<file path="src/rtl/ext_intr_ctrl_pkg.sv">
// Shared MSR layout, vector addresses and sequencer state encoding for the
// external-interrupt controller.
package ext_intr_ctrl_pkg;

    localparam int MSR_W_DEF  = 32;
    localparam int MSR_EE_BIT = 16;
    localparam int MSR_ME_BIT = 19;
    localparam int MSR_LE_BIT = 31;

    // Implemented MSR bits: EE, ME and LE in big-endian numbering
    localparam logic [31:0] MSR_MASK     = 32'h0000_9001;
    localparam logic [31:0] EXT_VEC_ADDR = 32'h0000_0500;

    typedef enum logic [2:0] {
        ST_IDLE   = 3'd0,
        ST_DRAIN  = 3'd1,
        ST_SAVE   = 3'd2,
        ST_VECTOR = 3'd3,
        ST_RFI    = 3'd4
    } state_t;

    function automatic logic [31:0] word_align(input logic [31:0] addr);
        return {addr[31:2], 2'b00};
    endfunction

endpackage

</file>
<file path="src/rtl/ext_intr_ctrl_sync_ff.sv">
// Parameterized flop chain that brings an asynchronous level into the clk
// domain; cleared by the synchronous reset.
module sync_ff #(
    parameter int STAGES = 2,
    parameter int WIDTH  = 1
) (
    input  logic             clk,
    input  logic             rst,
    input  logic [WIDTH-1:0] i_d,
    output logic [WIDTH-1:0] o_q
);

    logic [WIDTH-1:0] r_chain [STAGES];

    always_ff @(posedge clk) begin
        if (rst) begin
            for (int i = 0; i < STAGES; i++) begin
                r_chain[i] <= '0;
            end
        end else begin
            r_chain[0] <= i_d;
            for (int i = 1; i < STAGES; i++) begin
                r_chain[i] <= r_chain[i-1];
            end
        end
    end

    assign o_q = r_chain[STAGES-1];

endmodule

</file>
<file path="src/rtl/ext_intr_ctrl.sv">
// External-interrupt sequencer: drains the pipe, saves SRR0/SRR1, clears EE and
// vectors fetch; also executes rfi by restoring MSR from SRR1.
module ext_intr_ctrl
    import ext_intr_ctrl_pkg::*;
#(
    parameter int          MSR_WIDTH   = MSR_W_DEF,
    parameter logic [31:0] VEC_ADDR    = EXT_VEC_ADDR,
    parameter int          SYNC_STAGES = 2
) (
    input  logic                 clk,
    input  logic                 rst,
    input  logic                 ext_irq,
    input  logic [0:MSR_WIDTH-1] msr_rd,
    input  logic                 msr_ee,
    input  logic [31:0]          npc,
    input  logic                 pipe_empty,
    input  logic                 rfi_req,
    input  logic [31:0]          srr0_rd,
    input  logic [0:MSR_WIDTH-1] srr1_rd,
    output logic                 stall_req,
    output logic                 msr_wr,
    output logic [0:MSR_WIDTH-1] msr_wd,
    output logic                 srr0_wr,
    output logic                 srr1_wr,
    output logic [31:0]          srr0_wd,
    output logic [0:MSR_WIDTH-1] srr1_wd,
    output logic                 pc_redirect,
    output logic [31:0]          redirect_pc,
    output logic                 int_ack
);

    localparam logic [0:MSR_WIDTH-1] L_MASK = MSR_WIDTH'(MSR_MASK);

    logic   w_irq_s;
    state_t r_state;
    state_t w_next;

    sync_ff #(
        .STAGES (SYNC_STAGES),
        .WIDTH  (1)
    ) u_irq_sync (
        .clk (clk),
        .rst (rst),
        .i_d (ext_irq),
        .o_q (w_irq_s)
    );

    always_ff @(posedge clk) begin
        if (rst) begin
            r_state <= ST_IDLE;
        end else begin
            r_state <= w_next;
        end
    end

    always_comb begin
        w_next = r_state;
        case (r_state)
            ST_IDLE: begin
                // rfi wins over a simultaneously pending interrupt
                if (rfi_req) begin
                    w_next = ST_RFI;
                end else if (w_irq_s && msr_ee) begin
                    w_next = ST_DRAIN;
                end
            end
            ST_DRAIN: begin
                if (!w_irq_s) begin
                    w_next = ST_IDLE;
                end else if (pipe_empty) begin
                    w_next = ST_SAVE;
                end
            end
            ST_SAVE:   w_next = ST_VECTOR;
            ST_VECTOR: w_next = ST_IDLE;
            ST_RFI:    w_next = ST_IDLE;
            default:   w_next = ST_IDLE;
        endcase
    end

    always_comb begin
        stall_req   = 1'b0;
        msr_wr      = 1'b0;
        msr_wd      = '0;
        srr0_wr     = 1'b0;
        srr1_wr     = 1'b0;
        srr0_wd     = '0;
        srr1_wd     = '0;
        pc_redirect = 1'b0;
        redirect_pc = '0;
        int_ack     = 1'b0;
        case (r_state)
            ST_DRAIN: begin
                stall_req = 1'b1;
            end
            ST_SAVE: begin
                stall_req = 1'b1;
                srr0_wr   = 1'b1;
                srr1_wr   = 1'b1;
                srr0_wd   = npc;
                srr1_wd   = msr_rd & L_MASK;
            end
            ST_VECTOR: begin
                stall_req          = 1'b1;
                msr_wr             = 1'b1;
                msr_wd             = msr_rd & L_MASK;
                msr_wd[MSR_EE_BIT] = 1'b0;
                pc_redirect        = 1'b1;
                redirect_pc        = VEC_ADDR;
                int_ack            = 1'b1;
            end
            ST_RFI: begin
                stall_req   = 1'b1;
                msr_wr      = 1'b1;
                msr_wd      = srr1_rd & L_MASK;
                pc_redirect = 1'b1;
                redirect_pc = word_align(srr0_rd);
            end
            default: ;
        endcase
    end

endmodule

</file>
<file path="config.mk">
export PLATFORM = sky130hd
export DESIGN_NAME = ext_intr_ctrl
export DESIGN_NICKNAME = d
export VERILOG_FILES = /design/src/rtl/ext_intr_ctrl_pkg.sv /design/src/rtl/ext_intr_ctrl_sync_ff.sv /design/src/rtl/ext_intr_ctrl.sv
export SDC_FILE = /design/constraint.sdc
export NUM_CORES = 1
export LEC_CHECK = 0
export CORE_AREA = 2 2 103 105
export CTS_BUF_LIST = sky130_fd_sc_hd__clkbuf_8
export CTS_CLUSTER_DIAMETER = 120
export CTS_CLUSTER_SIZE = 40
export DETAILED_ROUTE_END_ITERATION = 8
export DIE_AREA = 0 0 105 107
export PLACE_DENSITY = 0.59
export SKIP_LAST_GASP = 1
export SLEW_MARGIN = 20
export SYNTH_ARGS = -nofsm -noshare
export SYNTH_HDL_FRONTEND = slang
export SYNTH_SLANG_ARGS = --single-unit
export TNS_END_PERCENT = 10
</file>
<file path="constraint.sdc">
create_clock -name clk -period 1.5 [get_ports clk]
set_input_delay 0.225 -clock clk [delete_from_list [all_inputs] [get_ports clk]]
set_output_delay 0.225 -clock clk [all_outputs]
set_load 0.05 [all_outputs]
</file>
==> impl_metrics.ini, run 1 <==
[logic_synthesis]
synth_enable_flop_cells = 0
synth_cells = 164
count_of_distinct_cell_types_in_the_synthesized_netlist = 22
synth_top_cell_area_share_pct = 39.20
synth.largest_area_cell = sky130_fd_sc_hd__buf_4
dominantRegCellSynth = sky130_fd_sc_hd__dfxtp_1
synth_compound_area_share_pct = 3.899
synthXorXnorAreaFrac_pct = 0.7376
syn_area_per_cell_um2 = 7.240
synth_top_family_by_area = buffers and inverters
synth-simple-area-share_pct = 41.20
synthAdderAreaFrac_pct = 0
synth_area_um2 = 1187
synth.ff_latch_count = 5
synth.mux.area_fraction_pct = 0.9484
yosys_warnings = 0
ys_seq_area_share_pct = 8.430
postSynth.asyncResetShare_pct = 0
cells_taking_the_most_area_after_synthesis = sky130_fd_sc_hd__buf_4 (39%), sky130_fd_sc_hd__and2_1 (19%), sky130_fd_sc_hd__and3_1 (16%)

[cts]
postCtsHoldBufs = 0
cts_tree = done
clock_sinks = 5
clk-insertion-delay-late_ps = 220
cts_inserted_buffers = 3
clock_tree.htree_level_count = 1
path_clk_slew_ps = 40
cts_max_path_buffers = 2
clk_root_buffer_cell = sky130_fd_sc_hd__clkbuf_8

[floorplanning]
floorplan.die.width_um = 105
core-area_um2 = 10090
effective_utilization_at_floorplan_pct = 11.77
design.die.area_um2 = 11240
die_y_um = 107
floorplan.rows = 37
design.portCount = 268

[global_route]
global_route_wire_length_before_repair_um = 6886
grt_pass1_vias = 1414
antenna_found_initial = 0
grtUsageTotal_pct = 7.438
globalRoute.totalOverflow = 0
grt_start_max_net_pins = 34

[finish]
area_growth_pct = 196.7
finish.net_count = 448
antenna-diode-count = 0
post_route_cells_drive_above_1_share_pct = 42.17
fin_cells = 449

[route]
routedWlPerCell_um = 10.99
drt_pass1_iterations = 3
drt_first_iter_violations = 19
num_vias = 1488
drc_errors = 0
postRouteWirelength_um = 4933
viasPerCell = 3.314
antenna_left = 0

[timing]
post-route-worst-setup-slack_ps = -102.6
unrepaired_setup_endpoints_after_global_routing = true
post-route-min-period_ps = 1603
max_clock_freq_mhz = 624.0
layout_worst_path_cycle_share_pct = 106.8
final.setup_skew_ps = 0.5507
final.hold.worst_slack_ps = 456.9
finalSetupViolCount = 71
final_hold_fails = 0
slew_viol_final = 0

[outcome]
run_status = finished with violations
failed_checks = negative setup slack

[run]
max_cap_viol_count = 0

[power_and_ir_drop]
post-layout-total-power_mw = 1.287
power.static_leakage_nw = 1.627
vdd_drop_max_uv = 510.8
pwrdens_nw_per_um2 = 365.4

[min_path]
worstHoldPathType = reg -> reg

[setup_path]
timing.critical_path.to_type = output port
criticalPathCategory = reg -> out
worst-endpoint-required_ps = 1270
worst-path-max-fanout = 9
critPathLaunchType = register
worstPathArrival_ps = 1380

[place]
post-place-cells = 439
weighted_congestion_at_the_end_of_routability_driven_global_placement = 0.7325
detailedPlacementHpwl_um = 3973
pre_cts_ws_ps = 102.5
i_o_buffers = 147
## cells by family after synthesis
| family | count (synthesis) |
|---|---|
| xor gates and xnor gates | 1 |
| DFF | 5 |
| other | 1 |
| AOI/OAI and AO/OA | 6 |
| and+or+nand+nor | 78 |
| buffers and inverters | 72 |
| muxes | 1 |
## cells in the mapped netlist (2+ instances only)
cell type	instances
sky130_fd_sc_hd__a22o_1	2
sky130_fd_sc_hd__buf_4	62
sky130_fd_sc_hd__nand2_1	2
sky130_fd_sc_hd__and2_1	36
sky130_fd_sc_hd__a21o_1	2
sky130_fd_sc_hd__nor2_1	2
sky130_fd_sc_hd__buf_2	2
sky130_fd_sc_hd__buf_6	3
sky130_fd_sc_hd__clkbuf_1	5
sky130_fd_sc_hd__nor2b_1	2
sky130_fd_sc_hd__nor3_1	2
sky130_fd_sc_hd__and3_1	30
sky130_fd_sc_hd__dfxtp_1	5
## critical path: stages, from the launching register on
cell                        delay (ps)
sky130_fd_sc_hd__dfxtp_2           340
sky130_fd_sc_hd__nor3b_4           230
sky130_fd_sc_hd__buf_6             150
sky130_fd_sc_hd__clkbuf_16         150
sky130_fd_sc_hd__and2_4            150
sky130_fd_sc_hd__buf_12            130
## placed cells by master, fill, tap and decap left out, drive strengths merged
| cell | netlist | routed |
|---|---|---|
| nor3b | 1 | 1 |
| clkdlybuf4s50 | 0 | 73 |
| inv | 0 | 1 |
| o32ai | 1 | 1 |
| nand3 | 1 | 1 |
| nor2 | 2 | 2 |
| and3 | 30 | 30 |
| and3b | 1 | 1 |
| buf | 67 | 84 |
| and2 | 36 | 36 |
| conb | 1 | 60 |
| nor2b | 2 | 2 |
| dfxtp | 5 | 5 |
| nor3 | 2 | 2 |
| mux2 | 1 | 1 |
| clkbuf | 5 | 4 |
| or2 | 1 | 1 |
| nand2 | 2 | 2 |
| a21o | 2 | 2 |
| a21oi | 1 | 1 |
| a22o | 2 | 2 |
| xnor2 | 1 | 1 |
## through the flow
step,TNS (ps),util (%),area [um^2]
after CTS,-4759,34.52,3483
after floorplan,-1599,-,1420
after global placement,0,32.57,3287
final,-4621,34.91,3523
after global routing,-11330,34.91,3523
after detailed placement,0,32.57,3287
## routing by layer
layer	GRT usage [%]	part of all wire (%)
met1	7.600	34
met2	14.47	54
met3	2.918	11
met4	1.143	0.20
met5	0	0
## layout make-up
cell class                      count  area (um^2)
Clock inverter                      1        3.754
Timing Repair Buffer              158         2322
Multi-Input combinational cell    146        882.1
Sequential cell                     5        103.9
Fill cell                        1038         6569
Tap cell                          136        170.2
Clock buffer                        3        41.29
## path summary, 6_finish.rpt
path / startpoint / slack (ps) / depth (start not counted) / to
setup / recovery: r_state[0] / -100 / 5 / srr1_wd[31]
hold / removal: u_irq_sync.r_chain[0][0] / 460 / 1 / u_irq_sync.r_chain[0][1]
setup reg to reg: r_state[1] / 390 / 4 / r_state[0]
hold reg to reg: u_irq_sync.r_chain[0][0] / 460 / 1 / u_irq_sync.r_chain[0][1]
## power by group
part           switching, mW  internal, mW  leakage [nW]
combinational          0.565         0.338          1.56
sequential           0.00398         0.139        0.0423
clock                 0.0668         0.175        0.0269
total                  0.636         0.652          1.63
## sequential cells by signal, summed over array words and instances (netlist names)
register            cells
u_irq_sync.r_chain      2
r_state                 3
## what timing repair did
action | CTS | global route
pin swaps | 1 | 0
resized for setup | 42 | 5
endpoints found under the setup margin | 70 | 73
setup buffers | 3 | 0
cloned | 1 | 2
Power figures use the tool's default switching activity.
==> run 2, diff against run 1 <==
- PLACE_DENSITY: 0.59 -> 0.6
- SYNTH_HIERARCHICAL: not set -> 1
==> run 2 against run 1 <==
The flow still finishes with violations (negative setup slack). Critical path depth unchanged. Sequential share of layout area barely moved. Worst hold slack worse by 23 ps. Utilization up 1.5 points. Power grew 15%. Synthesized cell count shrank 1.2%. Non-clock buffer count up 3.
==> impl_metrics.ini, run 2 <==
[logic_synthesis]
synth_enable_flop_cells = 0
synth.mux.area_fraction_pct = 0
synth_compound_area_share_pct = 4.839
postSynth.asyncResetShare_pct = 0
synth.largest_area_cell = sky130_fd_sc_hd__buf_4
synth_area_um2 = 1241
synth_cells = 162
synth_top_cells_by_count = sky130_fd_sc_hd__buf_4 (62), sky130_fd_sc_hd__and2_1 (49), sky130_fd_sc_hd__and2_2 (15), sky130_fd_sc_hd__dfxtp_1 (5)
dominantRegCellSynth = sky130_fd_sc_hd__dfxtp_1
syn_area_per_cell_um2 = 7.662
synth.ff_latch_count = 5
synth-simple-area-share_pct = 43.85
synthXorXnorAreaFrac_pct = 0.7056
cells_taking_the_most_area_after_synthesis = sky130_fd_sc_hd__buf_4 (38%), sky130_fd_sc_hd__and2_1 (25%), sky130_fd_sc_hd__and2_2 (9.1%)
count_of_distinct_cell_types_in_the_synthesized_netlist = 25
yosys_warnings = 6
synth_top_cell_area_share_pct = 37.50
synthAdderAreaFrac_pct = 0
most_frequent_cell_after_synthesis = sky130_fd_sc_hd__buf_4
ys_seq_area_share_pct = 8.065
synth_top_family_by_area = simple AND/OR/NAND/NOR gates

[outcome]
run_status = finished with violations
failed_checks = negative setup slack

[floorplanning]
effective_utilization_at_floorplan_pct = 12.30
floorplan.rows = 37
core-area_um2 = 10090
floorplan.die.width_um = 105
design.portCount = 268
die_y_um = 107
design.die.area_um2 = 11240

[timing]
unrepaired_setup_endpoints_after_global_routing = true
final.hold.worst_slack_ps = 433.8
post-route-min-period_ps = 1655
final_hold_fails = 0
timing.setup.tns_ps = -6656
finalSetupViolCount = 71
layout_worst_path_cycle_share_pct = 110.4
slew_viol_final = 0
final.setup_skew_ps = 1.487
max_clock_freq_mhz = 604.1
post-route-worst-setup-slack_ps = -155.3

[global_route]
grt_start_max_net_pins = 18
global_route_wire_length_before_repair_um = 7410
globalRoute.totalOverflow = 0
grt.met1_usage_pct = 8.975
antenna_found_initial = 0
top_usage_layer = met2
grt_util_met2_pct = 16.74
use_met3_pct = 2.796
grtUsageTotal_pct = 8.523
grt_pass1_vias = 1277

[cts]
cts_max_path_buffers = 2
clock_tree.htree_level_count = 1
cts_inserted_buffers = 3
clock_sinks = 5
path_clk_slew_ps = 40
cts_tree = done
clk-insertion-delay-late_ps = 220
clk_root_buffer_cell = sky130_fd_sc_hd__clkbuf_8

[route]
routedWlPerCell_um = 11.96
drc_errors = 0
antenna_left = 0
postRouteWirelength_um = 5407
num_vias = 1422
drt_first_iter_violations = 23
viasPerCell = 3.146
drt_pass1_iterations = 2

[setup_path]
criticalPathCategory = reg -> out
reg2reg_depth = 3
crit-reg2reg-capture = r_state[0]
worst-endpoint-required_ps = 1270
worst-path-max-fanout = 4
worst_case_register_to_register_setup_slack_ps = 260
worstPathArrival_ps = 1430
timing.critical_path.to_type = output port
critPathLaunchType = register
regToRegStartpoint = r_state[0]

[finish]
largest_register_ff_count = 3
area_growth_pct = 195.9
antenna-diode-count = 0
most_common_library_cell_in_the_layout_ignoring_fill_and_taps = sky130_fd_sc_hd__buf_12
largest_register = r_state
finish.net_count = 451
finish.utilization_pct = 36.39
layout.cells.most_common_list = sky130_fd_sc_hd__buf_12 (75), sky130_fd_sc_hd__clkdlybuf4s50_1 (73), sky130_fd_sc_hd__conb_1 (60)
post_route_cells_drive_above_1_share_pct = 48.73
largest_registers = r_state x3, u_irq_sync/r_chain x2

[power_and_ir_drop]
vdd_drop_max_uv = 399.8
power.static_leakage_nw = 1.609
post-layout-total-power_mw = 1.477
pwrdens_nw_per_um2 = 402.2

[min_path]
hold-path-endpoint = u_irq_sync/r_chain[0][1]
worstHoldPathType = reg -> reg
hold_path.startpoint = u_irq_sync/r_chain[0][0]
min_path_cells = 1

[place]
i_o_buffers = 147
weighted_congestion_at_the_end_of_routability_driven_global_placement = 0.6925
detailedPlacementHpwl_um = 4298

[run]
max_cap_viol_count = 0
[run 2: cell count changes after synthesis, sizes merged, moves of 2 or more]
cell,previous run,this run
and2,36,64
clkbuf,5,3
nand2,2,0
and3,30,0
[run 2: worst max-delay path, stage by stage (launching register included)]
cell                        delay [ps]
sky130_fd_sc_hd__dfxtp_4           350
sky130_fd_sc_hd__nor3b_4           150
sky130_fd_sc_hd__buf_6             140
sky130_fd_sc_hd__clkbuf_16         150
sky130_fd_sc_hd__or2_4             250
sky130_fd_sc_hd__buf_12            150
[run 2: worst max-delay path by stage]
stage	cells after the start	end	slack (ps)	from
final	5	msr_wr	-160	r_state[2]
after global routing	5	msr_wr	-200	r_state[2]
after CTS	5	msr_wr	-150	r_state[2]
after detailed placement	4	srr0_wd[17]	20	r_state[1]
after global placement	4	srr1_wd[16]	40	r_state[1]
after floorplan	3	stall_req	-100	r_state[0]
[run 2: logic make-up (layout without fill, tap and decap cells)]
kind of cell           after synthesis  count (layout)
AO/OA/AOI/OAI                        7               7
buffers and inverters               70             165
flip-flops                           5               5
AND/OR/NAND/NOR                     78              78
XOR/XNOR                             1               1
other                                1              60
[run 2: layout make-up]
class	instances	area [um^2]
well taps	136	170.2
repair buffers	161	2410
flip-flops and latches	5	108.9
clock inverters	1	3.754
fillers	1009	6420
clock buffers	3	41.29
multi-input cells	146	938.4
[run 2: power by group]
group	switching, mW	total (mW)	internal [mW]
logic	0.632	1.09	0.456
registers	0.00708	0.145	0.138
clock network	0.0680	0.244	0.176
total	0.707	1.48	0.770
[run 2: metrics by stage]
| step | setup slack, ps | cell area, um^2 | cells |
|---|---|---|---|
| after floorplan | -104.8 | 1473 | 221 |
| after global placement | 39.27 | 3386 | 440 |
| after detailed placement | 16.44 | 3386 | 440 |
| after CTS | -146.9 | 3590 | 451 |
| after global routing | -195.7 | 3672 | 452 |
| final | -155.3 | 3672 | 452 |
[run 2: layer usage]
| layer | wire length (um) | vias up |
|---|---|---|
| met1 | 1938 | 623 |
| met5 | 0 | - |
| met3 | 503 | 2 |
| li1 | - | 687 |
| met2 | 2950 | 110 |
| met4 | 15 | 0 |
[run 2: repair_timing]
action,in CTS,in global routing
pin swaps,3,3
buffers inserted,3,0
cloned,4,1
setup endpoints to repair,72,71
resized for setup,29,21
hold buffers,0,0
==> run 3, diff against run 2 <==
- PLACE_DENSITY: 0.6 -> not set
==> results of run 3 <==
Final layout, timing and power as in run 2 (identical DEF).
==> RTL edit (config.mk and constraints of run 2) <==
Reset style: asynchronous (`rst`), changed in 2 clocked blocks. Comments in the files are not updated.
--- a/src/rtl/ext_intr_ctrl_sync_ff.sv
+++ b/src/rtl/ext_intr_ctrl_sync_ff.sv
@@ -13,5 +13,5 @@
     logic [WIDTH-1:0] r_chain [STAGES];
 
-    always_ff @(posedge clk) begin
+    always_ff @(posedge clk or posedge rst) begin
         if (rst) begin
             for (int i = 0; i < STAGES; i++) begin
--- a/src/rtl/ext_intr_ctrl.sv
+++ b/src/rtl/ext_intr_ctrl.sv
@@ -46,5 +46,5 @@
     );
 
-    always_ff @(posedge clk) begin
+    always_ff @(posedge clk or posedge rst) begin
         if (rst) begin
             r_state <= ST_IDLE;
Behaviour: differs if rst is asserted again (counterexample within 4 cycles, from zero or initial values and one cycle with rst high); with rst held inactive, the same outputs for 10 cycles.
==> RTL edit against run 2 <==
  * The flow still finishes with violations (negative setup slack)
  * Synthesized cell count decreased by 1.9%
  * Worst setup slack got worse by 0.032 ns
  * Final cell count decreased by 1.8%
  * Sequential cell count unchanged
  * Hold slack got worse by 0.24 ns
  * Cell area decreased by 3.2%
  * Count of clock-buffer cells in the layout unchanged
  * Wire length decreased by 5.3%
  * Largest cell class unchanged
  * Via count decreased by 1.5%
  * Global-route usage decreased by 0.67 points
  * First-iteration DRC count decreased by 4.3%
  * Critical path type unchanged
  * Synthesized area increased by 1.7%
Power is not compared: it rests on default switching activity, and its combinational part moved more than twofold at a synthesized area within 25%.
==> RTL edit: results (changes against run 2) <==
stage,metric,value,unit,change
sta,clock skew,0.0000759,ns,-0.00141 ns
outcome,failing checks,negative setup slack,,
setup_path,Slowest cell on crit path,dfrtp_2,,
global_route,first-pass GRT wire length,6990,um,-5.7%
detailed_routing,met3 WL,807,um,+60%
detailed_routing,first-pass detailed-route iteration total,4,,+2
global_route,routing usage on met3,4.80,%,+2.0 points
synthesis,"Seq/Total Area, Yosys",9.91,%,+1.8 points
setup_path,"Data arrival, critical path",1.46,ns,+0.03 ns
detailed_routing,met1 WL,1770,um,-8.5%
global_route,met2 Usage GRT,14.3,%,-2.4 points
detailed_routing,total number of vias,1400,,-1.5%
worst_hold_path,worst hold path class,in2async,,
outcome,status,"complete, but fails checks",,
synthesis,post-synthesis instance total,159,,-1.9%
setup_path,R2R Setup Slk,0.14,ns,-0.12 ns
sta,endpoints failing setup,73,,+2.8%
sta,post-route setup slack,-0.187,ns,-0.0321 ns
setup_path,"slowest stage delay, CP",0.44,ns,+0.09 ns
detailed_routing,drt via density,3.15,,+0.23%
setup_path,RR Startpoint,r_state[0],,
place,dpl cell area,3440,um^2,+1.6%
detailed_routing,DRT iter0 DRCs,22,,-4.3%
global_route,initial antenna violation count,1,,+1
place,Routability Congestion,0.785,,+13%
sta,Setup TNS Final,-10.42,ns,-3.77 ns
synthesis,post-synth cell types,23,,-8.0%
synthesis,top_reg_cell synth,dfrtp_1,,
finish,share of cells above drive strength 1,51.0,%,+2.2 points
RTL edit: worst reg2reg max path, stage by stage (launching register included):
cell and delay (ns):
dfrtp_2 0.44, buf_4 0.17, or4bb_1 0.49, a31oi_1 0.18
RTL edit: cell type report:
class / instances / area, um^2
Clock buffer: 3 / 41.3
Clock inverter: 1 / 3.75
Fill cell: 1024 / 6540
Inverter: 2 / 7.51
Multi-Input combinational cell: 141 / 878
Sequential cell: 5 / 128
Tap cell: 136 / 170
Timing Repair Buffer: 156 / 2330
RTL edit: cell families after synthesis:
kind of cell           Yosys count
other                            1
AND/OR/NAND/NOR                 74
flip-flops                       5
buffers and inverters           72
AO/OA/AOI/OAI                    6
XOR/XNOR                         1
RTL edit: timing repair:
item	CTS	global route
setup buffers	0	3
hold endpoints to repair	0	0
endpoints found under the setup margin	73	73
gates cloned	0	1
pin swaps	0	1
resized for setup	0	11
